--- config.mk ---
export PLATFORM = sky130hd
export DESIGN_NAME = pipe_hazard_ctrl_flat
export DESIGN_NICKNAME = d
export VERILOG_FILES = /design/src/rtl/pipe_hazard_ctrl_if.sv /design/src/rtl/pipe_hazard_ctrl.sv /design/src/flat_wrapper.sv
export SDC_FILE = /design/constraint.sdc
export NUM_CORES = 1
export LEC_CHECK = 0
export ABC_AREA = 1
export CAP_MARGIN = 10
export CORE_MARGIN = 3
export CORE_UTILIZATION = 51
export CTS_CLUSTER_SIZE = 14
export DETAILED_ROUTE_END_ITERATION = 6
export PLACE_DENSITY = 0.88
export SETUP_SLACK_MARGIN = 0.4
export SYNTH_ARGS = -nofsm -noshare
export SYNTH_HDL_FRONTEND = slang
export SYNTH_SLANG_ARGS = --single-unit
--- constraint.sdc ---
create_clock -name clk -period 5.8 [get_ports clk]
set_clock_uncertainty 0.1 [all_clocks]
set_input_delay 1.16 -clock clk [delete_from_list [all_inputs] [get_ports clk]]
set_output_delay 1.16 -clock clk [all_outputs]
set_load 0.05 [all_outputs]
--- src/rtl/pipe_hazard_ctrl_if.sv ---
// rtl/pipe_hazard_ctrl_if.sv - hazard controller signal bundle between pipeline and controller
interface pipe_hazard_ctrl_if #(
  parameter int CNT_W = 32
);
  logic [4:0]       rs1D;
  logic [4:0]       rs2D;
  logic             rs1_usedD;
  logic             rs2_usedD;
  logic [4:0]       rdE;
  logic             mem_readE;
  logic             br_takenE;
  logic             mem_reqM;
  logic             dmem_ready;
  logic             imem_ready;
  logic             StallF;
  logic             StallD;
  logic             StallE;
  logic             StallM;
  logic             FlushD;
  logic             FlushE;
  logic             FlushW;
  logic             mem_timeout;
  logic [CNT_W-1:0] stall_cnt;
  logic [CNT_W-1:0] flush_cnt;

  modport master (
    output rs1D, rs2D, rs1_usedD, rs2_usedD, rdE, mem_readE, br_takenE,
           mem_reqM, dmem_ready, imem_ready,
    input  StallF, StallD, StallE, StallM, FlushD, FlushE, FlushW,
           mem_timeout, stall_cnt, flush_cnt
  );

  modport slave (
    input  rs1D, rs2D, rs1_usedD, rs2_usedD, rdE, mem_readE, br_takenE,
           mem_reqM, dmem_ready, imem_ready,
    output StallF, StallD, StallE, StallM, FlushD, FlushE, FlushW,
           mem_timeout, stall_cnt, flush_cnt
  );
endinterface

--- src/rtl/pipe_hazard_ctrl.sv ---
// rtl/pipe_hazard_ctrl.sv - stall/flush controller for the 5-stage RV32I pipeline
module pipe_hazard_ctrl #(
  parameter int TIMEOUT = 64,
  parameter int CNT_W   = 32
) (
  input logic               clk,
  input logic               rst,
  pipe_hazard_ctrl_if.slave hz
);
  typedef enum logic {RUN, MEM_WAIT} state_t;

  localparam logic [15:0] TIMEOUT_V = 16'(TIMEOUT);

  state_t           state, state_nxt;
  logic [15:0]      wcnt, wcnt_nxt;
  logic             timeout_q;
  logic [CNT_W-1:0] stall_q, flush_q;
  logic             memstall, lu;
  logic             stall_f, stall_d, stall_e, stall_m;
  logic             flush_d, flush_e, flush_w;

  assign memstall = hz.mem_reqM & ~hz.dmem_ready;
  assign lu = hz.mem_readE & (hz.rdE != 5'd0) &
              ((hz.rs1_usedD & (hz.rdE == hz.rs1D)) |
               (hz.rs2_usedD & (hz.rdE == hz.rs2D)));

  // Same-cycle stall/flush decode; memory wait outranks branch, load-use and fetch wait
  always_comb begin
    stall_f = 1'b0;
    stall_d = 1'b0;
    stall_e = 1'b0;
    stall_m = 1'b0;
    flush_d = 1'b0;
    flush_e = 1'b0;
    flush_w = 1'b0;
    if (!rst) begin
      flush_d = 1'b1;
      flush_e = 1'b1;
      flush_w = 1'b1;
    end else if (memstall) begin
      stall_f = 1'b1;
      stall_d = 1'b1;
      stall_e = 1'b1;
      stall_m = 1'b1;
      flush_w = 1'b1;
    end else if (hz.br_takenE) begin
      flush_d = 1'b1;
      flush_e = 1'b1;
    end else if (lu) begin
      stall_f = 1'b1;
      stall_d = 1'b1;
      flush_e = 1'b1;
    end else if (!hz.imem_ready) begin
      stall_f = 1'b1;
      flush_d = 1'b1;
    end
  end

  // Wait tracking: enter MEM_WAIT on a stalled access, leave on completion or dropped request
  always_comb begin
    state_nxt = state;
    wcnt_nxt  = wcnt;
    case (state)
      RUN: begin
        if (memstall) begin
          state_nxt = MEM_WAIT;
          wcnt_nxt  = 16'd1;
        end else begin
          wcnt_nxt = 16'd0;
        end
      end
      MEM_WAIT: begin
        if (memstall) begin
          wcnt_nxt = (wcnt == 16'hFFFF) ? wcnt : wcnt + 16'd1;
        end else begin
          state_nxt = RUN;
          wcnt_nxt  = 16'd0;
        end
      end
      default: begin
        state_nxt = RUN;
        wcnt_nxt  = 16'd0;
      end
    endcase
  end

  // State and wait-counter registers
  always_ff @(posedge clk or negedge rst) begin
    if (!rst) begin
      state <= RUN;
      wcnt  <= 16'd0;
    end else begin
      state <= state_nxt;
      wcnt  <= wcnt_nxt;
    end
  end

  // Sticky watchdog: trips on the wait cycle whose count reaches TIMEOUT
  always_ff @(posedge clk or negedge rst) begin
    if (!rst) begin
      timeout_q <= 1'b0;
    end else if (memstall && (wcnt_nxt == TIMEOUT_V)) begin
      timeout_q <= 1'b1;
    end
  end

  // Saturating performance counters for fetch stalls and decode/execute bubbles
  always_ff @(posedge clk or negedge rst) begin
    if (!rst) begin
      stall_q <= '0;
      flush_q <= '0;
    end else begin
      if (stall_f && (stall_q != '1)) stall_q <= stall_q + 1'b1;
      if (flush_e && (flush_q != '1)) flush_q <= flush_q + 1'b1;
    end
  end

  assign hz.StallF      = stall_f;
  assign hz.StallD      = stall_d;
  assign hz.StallE      = stall_e;
  assign hz.StallM      = stall_m;
  assign hz.FlushD      = flush_d;
  assign hz.FlushE      = flush_e;
  assign hz.FlushW      = flush_w;
  assign hz.mem_timeout = timeout_q;
  assign hz.stall_cnt   = stall_q;
  assign hz.flush_cnt   = flush_q;
endmodule

--- src/flat_wrapper.sv ---
// flat-port wrapper written by rule: the top's interface ports become plain ports
module pipe_hazard_ctrl_flat 
#(
  parameter int TIMEOUT = 64,
  parameter int CNT_W   = 32
)
  (clk, rst, hz_rs1D, hz_rs2D, hz_rs1_usedD, hz_rs2_usedD, hz_rdE, hz_mem_readE, hz_br_takenE, hz_mem_reqM, hz_dmem_ready, hz_imem_ready, hz_StallF, hz_StallD, hz_StallE, hz_StallM, hz_FlushD, hz_FlushE, hz_FlushW, hz_mem_timeout, hz_stall_cnt, hz_flush_cnt);
  pipe_hazard_ctrl_if #(.CNT_W(CNT_W)) hz_i ();
  input logic clk;
  input logic rst;
  input wire logic [$bits(hz_i.rs1D)-1:0] hz_rs1D;
  input wire logic [$bits(hz_i.rs2D)-1:0] hz_rs2D;
  input wire logic [$bits(hz_i.rs1_usedD)-1:0] hz_rs1_usedD;
  input wire logic [$bits(hz_i.rs2_usedD)-1:0] hz_rs2_usedD;
  input wire logic [$bits(hz_i.rdE)-1:0] hz_rdE;
  input wire logic [$bits(hz_i.mem_readE)-1:0] hz_mem_readE;
  input wire logic [$bits(hz_i.br_takenE)-1:0] hz_br_takenE;
  input wire logic [$bits(hz_i.mem_reqM)-1:0] hz_mem_reqM;
  input wire logic [$bits(hz_i.dmem_ready)-1:0] hz_dmem_ready;
  input wire logic [$bits(hz_i.imem_ready)-1:0] hz_imem_ready;
  output wire logic [$bits(hz_i.StallF)-1:0] hz_StallF;
  output wire logic [$bits(hz_i.StallD)-1:0] hz_StallD;
  output wire logic [$bits(hz_i.StallE)-1:0] hz_StallE;
  output wire logic [$bits(hz_i.StallM)-1:0] hz_StallM;
  output wire logic [$bits(hz_i.FlushD)-1:0] hz_FlushD;
  output wire logic [$bits(hz_i.FlushE)-1:0] hz_FlushE;
  output wire logic [$bits(hz_i.FlushW)-1:0] hz_FlushW;
  output wire logic [$bits(hz_i.mem_timeout)-1:0] hz_mem_timeout;
  output wire logic [$bits(hz_i.stall_cnt)-1:0] hz_stall_cnt;
  output wire logic [$bits(hz_i.flush_cnt)-1:0] hz_flush_cnt;
  assign hz_i.rs1D = hz_rs1D;
  assign hz_i.rs2D = hz_rs2D;
  assign hz_i.rs1_usedD = hz_rs1_usedD;
  assign hz_i.rs2_usedD = hz_rs2_usedD;
  assign hz_i.rdE = hz_rdE;
  assign hz_i.mem_readE = hz_mem_readE;
  assign hz_i.br_takenE = hz_br_takenE;
  assign hz_i.mem_reqM = hz_mem_reqM;
  assign hz_i.dmem_ready = hz_dmem_ready;
  assign hz_i.imem_ready = hz_imem_ready;
  assign hz_StallF = hz_i.StallF;
  assign hz_StallD = hz_i.StallD;
  assign hz_StallE = hz_i.StallE;
  assign hz_StallM = hz_i.StallM;
  assign hz_FlushD = hz_i.FlushD;
  assign hz_FlushE = hz_i.FlushE;
  assign hz_FlushW = hz_i.FlushW;
  assign hz_mem_timeout = hz_i.mem_timeout;
  assign hz_stall_cnt = hz_i.stall_cnt;
  assign hz_flush_cnt = hz_i.flush_cnt;
  pipe_hazard_ctrl #(.TIMEOUT(TIMEOUT), .CNT_W(CNT_W)) u_core (.clk(clk), .rst(rst), .hz(hz_i));
endmodule
Yosys cells after proc, flatten, opt, wreduce, memory -nomap -nowiden
Index checks and enable logic that the tools add are counted.
{"block": "word_totals", "wordCells": 49, "out_inout_bits": 72, "ff_bits": 82, "input_bits": 24}
{"block": "op_classes", "bitwise_logic": 8, "addsub": 3, "n_mux": 23, "n_reduce_logical": 4, "n_eq_ne": 6}
{"op": "32-bit by 1-bit adder with 32-bit output, second input constant", "count": 2}
{"op": "32-bit != test, second input constant", "count": 2}
{"op": "16-bit two-way mux", "count": 2}
{"op": "16-bit case mux with 2 select lines", "count": 1}
{"op": "1-bit two-way mux", "count": 20}
{"op": "16-bit by 1-bit adder with 16-bit output, second input constant", "count": 1}
{"op": "16-bit equality test, second input constant", "count": 1}
{"op": "16-bit by 7-bit equality test with 1-bit output, second input constant", "count": 1}
{"op": "5-bit equality test", "count": 2}
{"op": "1-bit AND", "count": 5}
{"op": "5-bit nonzero test", "count": 1}
{"op": "1-bit logical AND", "count": 3}
{"op": "1-bit inverter", "count": 2}
{"op": "1-bit OR", "count": 1}

Logic depth before layout (Yosys ltp)
Gate-level depths: netlist of run 1.
{"block": "logic_depth", "word_depth": 9, "depth_mapped": 14, "ltp_nobuf": 14}

Worst setup path after synthesis of run 1
Ideal clock, no wire load.
{"block": "synth_timing", "kind": "input to output", "start": "input port hz_mem_reqM", "end": "output port hz_FlushD", "stages": 7, "n_path_buf": 0, "t_arrival_ns": 3.194, "required_time_ns": 4.540, "slack_ns": 1.346, "cell_sequence": "inv_1 -> nor2_4 -> inv_1 -> nor2_1 -> inv_1 -> nand2_1 -> a21oi_1"}
{"block": "synth_via", "elab_chain_len": 3}
{"element": "start, declared", "line": "flat_wrapper.sv:18", "source": "input wire logic [$bits(hz_i.mem_reqM)-1:0] hz_mem_reqM;"}
{"element": "1-bit AND", "line": "pipe_hazard_ctrl.sv:22", "source": "assign memstall = hz.mem_reqM & ~hz.dmem_ready;"}
{"element": "net u_core.memstall", "line": "pipe_hazard_ctrl.sv:18", "source": "logic memstall, lu;"}
{"element": "1-bit two-way mux", "line": "pipe_hazard_ctrl.sv:40", "source": "end else if (memstall) begin"}
{"element": "1-bit two-way mux", "line": "pipe_hazard_ctrl.sv:36", "source": "if (!rst) begin"}
{"element": "end, declared", "line": "flat_wrapper.sv:25", "source": "output wire logic [$bits(hz_i.FlushD)-1:0] hz_FlushD;"}
The timed path passes the listed nets, and every way through them passes these cells.

Final worst setup path of run 1
{"block": "layout_timing", "start": "input port hz_rdE[2]", "end": "output port hz_FlushE"}
{"block": "layout_via", "elab_chain_len": 8, "word_cells_on_any_way": 12, "classes_between": "eq/ne (2); mux (4); bitwise (5); reduce/logical (1)"}
{"element": "start, declared", "line": "flat_wrapper.sv:15", "source": "input wire logic [$bits(hz_i.rdE)-1:0] hz_rdE;"}
{"element": "5-bit equality test (on tied branches)", "line": "pipe_hazard_ctrl.sv:24, pipe_hazard_ctrl.sv:25"}
{"element": "1-bit AND (on tied branches)", "line": "pipe_hazard_ctrl.sv:24, pipe_hazard_ctrl.sv:25"}
{"element": "1-bit OR", "line": "pipe_hazard_ctrl.sv:24", "source": "((hz.rs1_usedD & (hz.rdE == hz.rs1D)) |"}
{"element": "1-bit AND *", "line": "pipe_hazard_ctrl.sv:23", "source": "assign lu = hz.mem_readE & (hz.rdE != 5'd0) &"}
{"element": "1-bit two-way mux *", "line": "pipe_hazard_ctrl.sv:49", "source": "end else if (lu) begin"}
{"element": "1-bit two-way mux *", "line": "pipe_hazard_ctrl.sv:46", "source": "end else if (hz.br_takenE) begin"}
{"element": "1-bit two-way mux *", "line": "pipe_hazard_ctrl.sv:40"}
{"element": "1-bit two-way mux *", "line": "pipe_hazard_ctrl.sv:36"}
{"element": "end, declared", "line": "flat_wrapper.sv:26", "source": "output wire logic [$bits(hz_i.FlushE)-1:0] hz_FlushE;"}
Every way passes the cells marked *; elsewhere a longest branch is shown, timed or not.

==> load_flow_metrics.sql, run 1 <==
INSERT INTO impl_metrics (metric_group, metric, value, unit) VALUES
('setup_path', 'timing.critical_path.from_type', 'input port', ''),
('die', 'floorplan.die_area', '12200', 'um2'),
('setup_path', 'cpMaxStageDelayCell', 'clkdlybuf4s50_1', ''),
('synth', 'synth_area_leaders', 'dfrtp_1 (37%), nand2_1 (20%), nand3_1 (8.8%), xor2_1 (5.8%), nor2_1 (5.7%)', ''),
('setup_path', 'worst_r2r_path_depth', '9', ''),
('synth', 'seq_area_frac_synth', '0.368', ''),
('clock_tree', 'postCtsHoldBufs', '0', ''),
('global_routing', 'remaining_overflow_grt', '0', ''),
('routing', 'wirelength', '14700', 'um'),
('synth', 'synth_adder_area_share', '0.00673', ''),
('sta', 'totalNegativeSetupSlack', '0', 'ns'),
('synth', 'synth_mux_area_frac', '0', ''),
('clock_tree', 'clk_latency', '0.35', 'ns'),
('clock_tree', 'cts_max_path_buffers', '2', ''),
('global_routing', 'grt_start_max_net_pins', '55', ''),
('synth', 'synth_simple_gate_area_share', '0.430', ''),
('synth', 'synthesis.area', '5580', 'um2'),
('power_and_ir_drop', 'p_comb_frac', '0.237', ''),
('synth', 'synth.cells.most_frequent', 'nand2_1 (297), nand3_1 (98), nor2_1 (85)', ''),
('synth', 'synth.top_cell.area_share', '0.368', ''),
('synth', 'synth_compound_gate_area_share', '0.0162', ''),
('power_and_ir_drop', 'clockPowerShare', '0.318', ''),
('min_path', 'holdPathStages', '2', ''),
('routing', 'post_drt_via_cell_ratio', '5.30', ''),
('synth', 'postSynthRegisterBits', '82', ''),
('routing', 'remaining_design_rule_violation_count', '0', ''),
('final_layout', 'layout.nets', '937', ''),
('setup_path', 'r2r-end', 'u_core.hz.stall_cnt[23]', ''),
('clock_tree', 'clk_transition_reported_paths', '0.09', 'ns'),
('final_layout', 'post_route_cells_drive_above_1_share', '0.0394', ''),
('setup_path', 'ff2ff_setup_slack', '2.82', 'ns'),
('die', 'floorplan.initialDensity', '0.533', ''),
('setup_path', 'timing.rr.start', 'u_core.hz.stall_cnt[1]', ''),
('die', 'fp-row-count', '37', ''),
('synth', 'synth_top_area_cell', 'dfrtp_1', ''),
('synth', 'number_of_synthesized_flops_with_an_enable_pin', '0', ''),
('synth', 'synth-xor-area-share', '0.0990', ''),
('sta', 'period_minus_slack', '4.91', 'ns'),
('min_path', 'timing.hold.worst.class', 'flop to flop', ''),
('sta', 'setup_failing_eps_final', '0', ''),
('setup_path', 'end_kind', 'primary output', ''),
('sta', 'clock.fmax', '0.204', 'GHz'),
('global_routing', 'grt_util_all_layers', '0.243', ''),
('min_path', 'holdCritStartpoint', 'u_core.hz.mem_timeout', ''),
('clock_tree', 'cts_max_level', '3', ''),
('final_layout', 'syn2layout_area_growth', '22.1', '%'),
('sta', 'slew_violations', '0', ''),
('placement', 'io_buffers', '95', ''),
('power_and_ir_drop', 'power_frac_seq', '0.444', ''),
('sta', 'slew_headroom', '0.549', ''),
('power_and_ir_drop', 'switchingPower', '0.495', 'mW'),
('power_and_ir_drop', 'power.density_cell_area', '215', 'nW/um2'),
('synth', 'synth.net_count', '847', ''),
('clock_tree', 'cts.root.buffer_cell', 'clkbuf_8', ''),
('sta', 'min_period_over_period', '0.847', ''),
('clock_tree', 'clkSinkCount', '82', ''),
('final_layout', 'insertedDiodeCount', '0', ''),
('status', 'run_status', 'finished, final reports clean', ''),
('placement', 'placed_cells', '1035', ''),
('synth', 'synth_top_family_by_area', 'simple AND/OR/NAND/NOR gates', ''),
('synth', 'async_flop_share', '1.00', ''),
('power_and_ir_drop', 'cell_internal_pwr', '0.969', 'mW'),
('setup_path', 'crit_chain', 'clkdlybuf4s50_1 -> nor2_1 -> nor3_1 -> nand4_1 -> nand2_1 -> nand2_1 -> a21oi_2 -> clkdlybuf4s50_1', ''),
('synth', 'yosys.cell_types.count', '32', ''),
('die', 'die_height', '111', 'um'),
('final_layout', 'final_cell_count_no_fill', '1049', ''),
('placement', 'gp_routability_congestion', '0.938', ''),
('setup_path', 'critical-path-max-stage-delay', '0.90', 'ns'),
('die', 'placeable_core_area', '10500', 'um2'),
('sta', 'timing_worst_slew_pin_value', '0.677', 'ns'),
('sta', 'whs', '0.372', 'ns');
flip-flops by register name, indices dropped and copies added (netlist names):
name / cells
u_core.hz.stall_cnt: 32
u_core.state: 1
u_core.hz.flush_cnt: 32
u_core.wcnt: 16
u_core.hz.mem_timeout: 1
through the flow:
step / utilization / power (mW) / setup slack, ns / area, um2
3_3_place_gp: 0.630 / 1.00 / 1.04 / 6590
6_report: 0.651 / 1.46 / 0.890 / 6810
3_5_place_dp: 0.630 / 1.01 / 0.950 / 6590
4_1_cts: 0.651 / 1.48 / 0.930 / 6810
2_1_floorplan: - / 0.883 / 1.35 / 5580
5_1_grt: 0.651 / 1.53 / 0.813 / 6810
critical path, delay by kind of cell:
kind / cells / cell delay [ns]
buf+inv: 2 / 1.45
simple gates: 5 / 0.59
compound gates: 1 / 0.44
kinds of logic (layout without fill, tap and decap cells):
logic type,Yosys count,after routing
AOI/OAI and AO/OA,17,17
xor gates and xnor gates,63,63
adders and majority gates,3,3
buffers and inverters,105,198
DFF,82,82
and+or+nand+nor,550,550
cell usage in the layout (no fill, tap or decap):
| cell | netlist | final |
|---|---|---|
| clkinvlp_4 | 0 | 1 |
| nand3b_1 | 3 | 3 |
| xor2_1 | 37 | 37 |
| nand2_2 | 1 | 1 |
| nor3b_1 | 1 | 1 |
| clkdlybuf4s50_1 | 0 | 94 |
| xnor2_1 | 26 | 26 |
| inv_2 | 2 | 2 |
| clkinv_1 | 1 | 1 |
| nor4_2 | 1 | 1 |
| o21ai_0 | 10 | 10 |
| nand4_4 | 1 | 1 |
| inv_6 | 0 | 1 |
| nor2_4 | 2 | 2 |
| nor2_2 | 1 | 1 |
| o211ai_1 | 1 | 1 |
| nor3_2 | 3 | 3 |
| nand3_2 | 2 | 2 |
| a31oi_1 | 2 | 2 |
| nor4_1 | 2 | 2 |
| nand4_1 | 22 | 22 |
| nor2_1 | 85 | 85 |
| clkbuf_8 | 0 | 10 |
| a21oi_1 | 4 | 3 |
| ha_1 | 3 | 3 |
| nand3_1 | 98 | 98 |
| nand2_1 | 297 | 297 |
| a21oi_2 | 0 | 1 |
| or2_2 | 3 | 3 |
| bufinv_16 | 0 | 2 |
| inv_1 | 83 | 83 |
| nand3_4 | 1 | 1 |
| buf_4 | 7 | 4 |
| nor3_1 | 27 | 27 |
| dfrtp_1 | 82 | 82 |
power by group through the flow:
stage	Clock, mW	Sequential, mW	Combinational, mW
floorplan	0	0.757	0.126
global placement	0	0.660	0.340
detailed placement	0	0.662	0.350
CTS	0.475	0.651	0.350
global route	0.495	0.660	0.372
finish	0.466	0.651	0.348
final cells by class:
cell class,count,area [um2]
Clock buffer,10,138
Clock inverter,4,76.3
Fill cell,968,3650
Inverter,86,323
Multi-Input combinational cell,633,3080
Sequential cell,82,2050
Tap cell,136,170
Timing Repair Buffer,98,971
worst max-delay path by stage:
| stage | from | endpoint | slack [ns] | cells past startpoint |
|---|---|---|---|---|
| after global routing | hz_rdE[2] | hz_FlushE | 0.81 | 8 |
| after detailed placement | hz_rdE[2] | hz_FlushE | 0.95 | 8 |
| after floorplan | hz_mem_reqM | hz_FlushD | 1.35 | 7 |
| after CTS | hz_rdE[2] | hz_FlushE | 0.93 | 8 |
| final | hz_rdE[2] | hz_FlushE | 0.89 | 8 |
| after global placement | hz_rdE[2] | hz_FlushE | 1.04 | 8 |
metal layers:
layer  up-vias  global-route usage  part of all wire
met5         -                   0                 0
met4         0              0.0747             0.020
met3        28              0.0345             0.067
met2       212               0.391              0.46
met1      2542               0.340              0.45
li1       2777                   -                 -
(Power assumes the default switching activity.)
==> inputs of run 2 (changes only) <==
Clock period 5.8 ns to 4.7 ns, I/O delays scaled along.
==> run 2 against run 1 <==
Final area decreased by 0.81%. Routed wire length down 0.81%. Cell count down 0.19%. Total power rose by 14%. Global-route usage up 0.28 points. First-iteration DRC count shrank 9.2%. Hold slack lost 0.0065 ns. Die area did not move. Register-to-register slack got worse by 1.0 ns. Clock-buffer cell count rose by 1. Combinational power is 22% higher. Core utilization is 0.53 points lower. Largest cell class unchanged.
==> load_flow_metrics.sql, run 2 (synthesis gave the netlist of run 1 again) <==
INSERT INTO impl_metrics (metric_group, metric, value, unit) VALUES
('routing', 'post_drt_via_cell_ratio', '5.26', ''),
('sta', 'setup_failing_eps_final', '0', ''),
('setup_path', 'critical-path-max-stage-delay', '0.83', 'ns'),
('power_and_ir_drop', 'power.density_cell_area', '247', 'nW/um2'),
('placement', 'io_buffers', '95', ''),
('setup_path', 'crit_arrival', '3.10', 'ns'),
('final_layout', 'area.sequential', '2050', 'um2'),
('global_routing', 'antenna_found_initial', '0', ''),
('clock_tree', 'clk_latency', '0.35', 'ns'),
('routing', 'detailedRoute.firstPassIterationCount', '5', ''),
('routing', 'routedWlPerCell', '14.0', 'um'),
('final_layout', 'insertedDiodeCount', '0', ''),
('setup_path', 'ff2ff_setup_slack', '1.81', 'ns'),
('clock_tree', 'clkSinkCount', '82', ''),
('setup_path', 'worst_r2r_path_depth', '9', ''),
('final_layout', 'syn2layout_area_growth', '21.1', '%'),
('die', 'fp-row-count', '37', ''),
('setup_path', 'timing.critical_path.mode_cell', 'inv_1', ''),
('min_path', 'timing.hold.worst.class', 'flop to flop', ''),
('setup_path', 'timing.critical_path.required', '3.66', 'ns'),
('die', 'floorplan.initialDensity', '0.533', ''),
('placement', 'preCtsSetupSlack', '0.517', 'ns'),
('routing', 'wirelength', '14600', 'um'),
('die', 'floorplan.die_area', '12200', 'um2'),
('clock_tree', 'cts.root.buffer_cell', 'clkbuf_8', ''),
('die', 'io-pin-count', '96', ''),
('global_routing', 'remaining_overflow_grt', '0', ''),
('final_layout', 'layout.nets', '937', ''),
('global_routing', 'global_route_wire_length_before_repair', '25200', 'um'),
('setup_path', 'timing.rr.start', 'u_core.hz.stall_cnt[1]', ''),
('clock_tree', 'tritoncts.num_buffers', '9', ''),
('die', 'placeable_core_area', '10500', 'um2'),
('sta', 'clock.fmax', '0.242', 'GHz'),
('final_layout', 'mostFrequentLayoutCells', 'nand2_1 (297), nand3_1 (98), clkdlybuf4s50_1 (92), nor2_1 (85), inv_1 (83)', ''),
('placement', 'post-dp-hpwl', '10800', 'um'),
('setup_path', 'timing.critical_path.from_type', 'input port', ''),
('setup_path', 'end_kind', 'primary output', ''),
('setup_path', 'r2r-end', 'u_core.hz.stall_cnt[27]', ''),
('sta', 'timing_worst_slew_pin_value', '1.06', 'ns'),
('min_path', 'holdCritStartpoint', 'u_core.hz.mem_timeout', ''),
('routing', 'antenna_violating_nets_post_route', '0', ''),
('final_layout', 'multi_input_area', '3080', 'um2'),
('setup_path', 'critical_path.max_fanout', '9', ''),
('clock_tree', 'postCtsHoldBufs', '0', ''),
('routing', 'drt_first_iter_violations', '393', ''),
('sta', 'slew_headroom', '0.297', ''),
('min_path', 'whs_endpoint', 'u_core.hz.mem_timeout', ''),
('sta', 'period_minus_slack', '4.14', 'ns'),
('sta', 'min_period_over_period', '0.881', ''),
('final_layout', 'post_route_cells_drive_above_1_share', '0.0373', ''),
('placement', 'gp_routability_congestion', '0.958', ''),
('setup_path', 'cpMaxStageDelayCell', 'clkdlybuf4s50_1', ''),
('final_layout', 'filler_cell_count', '942', ''),
('routing', 'remaining_design_rule_violation_count', '0', ''),
('sta', 'totalNegativeSetupSlack', '0', 'ns'),
('clock_tree', 'cts_max_path_buffers', '2', ''),
('global_routing', 'vias_in_the_first_global_route', '5278', ''),
('sta', 'whs', '0.365', 'ns'),
('die', 'dieWidth', '111', 'um'),
('sta', 'hold_viol_final', '0', ''),
('final_layout', 'most_frequent_standard_cell_in_the_layout_excluding_fill_and_tap_cells', 'nand2_1', ''),
('power_and_ir_drop', 'vdd_ir_drop_max', '0.251', 'mV'),
('clock_tree', 'cts_tree', 'yes', ''),
('global_routing', 'grt_start_max_net_pins', '83', ''),
('sta', 'fin_ws', '0.561', 'ns'),
('run', 'maxCapViolCount', '0', ''),
('sta', 'slew_violations', '0', ''),
('setup_path', 'timing.setup.critical_path_class', 'input port to primary output', ''),
('global_routing', 'grt_util_all_layers', '0.246', ''),
('status', 'run_status', 'finished, final reports clean', ''),
('clock_tree', 'post-cts-setup-buffers', '0', ''),
('setup_path', 'crit_chain', 'clkdlybuf4s50_1 -> inv_1 -> nor2_4 -> inv_1 -> nor2_1 -> inv_1 -> nand2_1 -> clkdlybuf4s50_1', ''),
('die', 'die_height', '111', 'um'),
('clock_tree', 'cts_max_level', '3', ''),
('clock_tree', 'clk_transition_reported_paths', '0.08', 'ns'),
('min_path', 'holdPathStages', '2', ''),
('sta', 'rsz0062_at_grt', 'no', ''),
('power_and_ir_drop', 'power.leakage', '3.27', 'nW'),
('routing', 'via_count', '5510', '');
==> run 2: cell type report <==
| cell class | instances | area share |
|---|---|---|
| multi-input cells | 633 | 0.456 |
| flip-flops and latches | 82 | 0.304 |
| repair buffers | 98 | 0.146 |
| inverters | 86 | 0.0478 |
| well taps | 136 | 0.0252 |
| clock buffers | 11 | 0.0209 |
| clock inverters | 1 | 0.000741 |
==> run 2: routing by layer <==
layer | up-vias | global-route usage | share of wire
li1 | 2767 | - | -
met1 | 2541 | 0.343 | 0.46
met2 | 167 | 0.385 | 0.46
met3 | 35 | 0.0351 | 0.053
met4 | 0 | 0.100 | 0.027
met5 | - | 0 | 0
==> run 2: stage by stage <==
step	utilization	cell area, um2	power, mW	cells
after global placement	0.631	6600	1.24	1035
after global routing	0.645	6750	1.74	1047
after detailed placement	0.631	6600	1.24	1035
after CTS	0.645	6750	1.67	1047
final	0.645	6750	1.67	1047
after floorplan	-	5580	1.09	820
==> run 2: critical path: cells and delay by family <==
family	cells	cell delay, ns
buffers and inverters	5	1.59
and+or+nand+nor	3	0.56
==> run 2: power breakdown <==
group | switching (mW) | internal [mW] | leakage (nW)
sequential | 0.0598 | 0.743 | 1.13
clock | 0.244 | 0.194 | 0.0770
combinational | 0.281 | 0.144 | 2.07
total | 0.585 | 1.08 | 3.27
==> run 2: worst max path at each step <==
stage                      from         to  slack, ns  cells after the start
floorplan           hz_mem_reqM  hz_FlushD       0.69                      7
detailed placement    hz_rdE[3]  hz_FlushE       0.52                     10
global route        hz_mem_reqM  hz_StallD       0.41                      8
CTS                   hz_rdE[3]  hz_FlushE       0.50                     10
finish              hz_mem_reqM  hz_StallD       0.56                      8
global placement      hz_rdE[2]  hz_FlushE       0.54                      8
==> run 2: repair_timing <==
item | 4_1_cts | 5_1_grt
setup endpoints to repair | 0 | 1
gates resized for setup | 0 | 1
hold endpoints to repair | 0 | 0
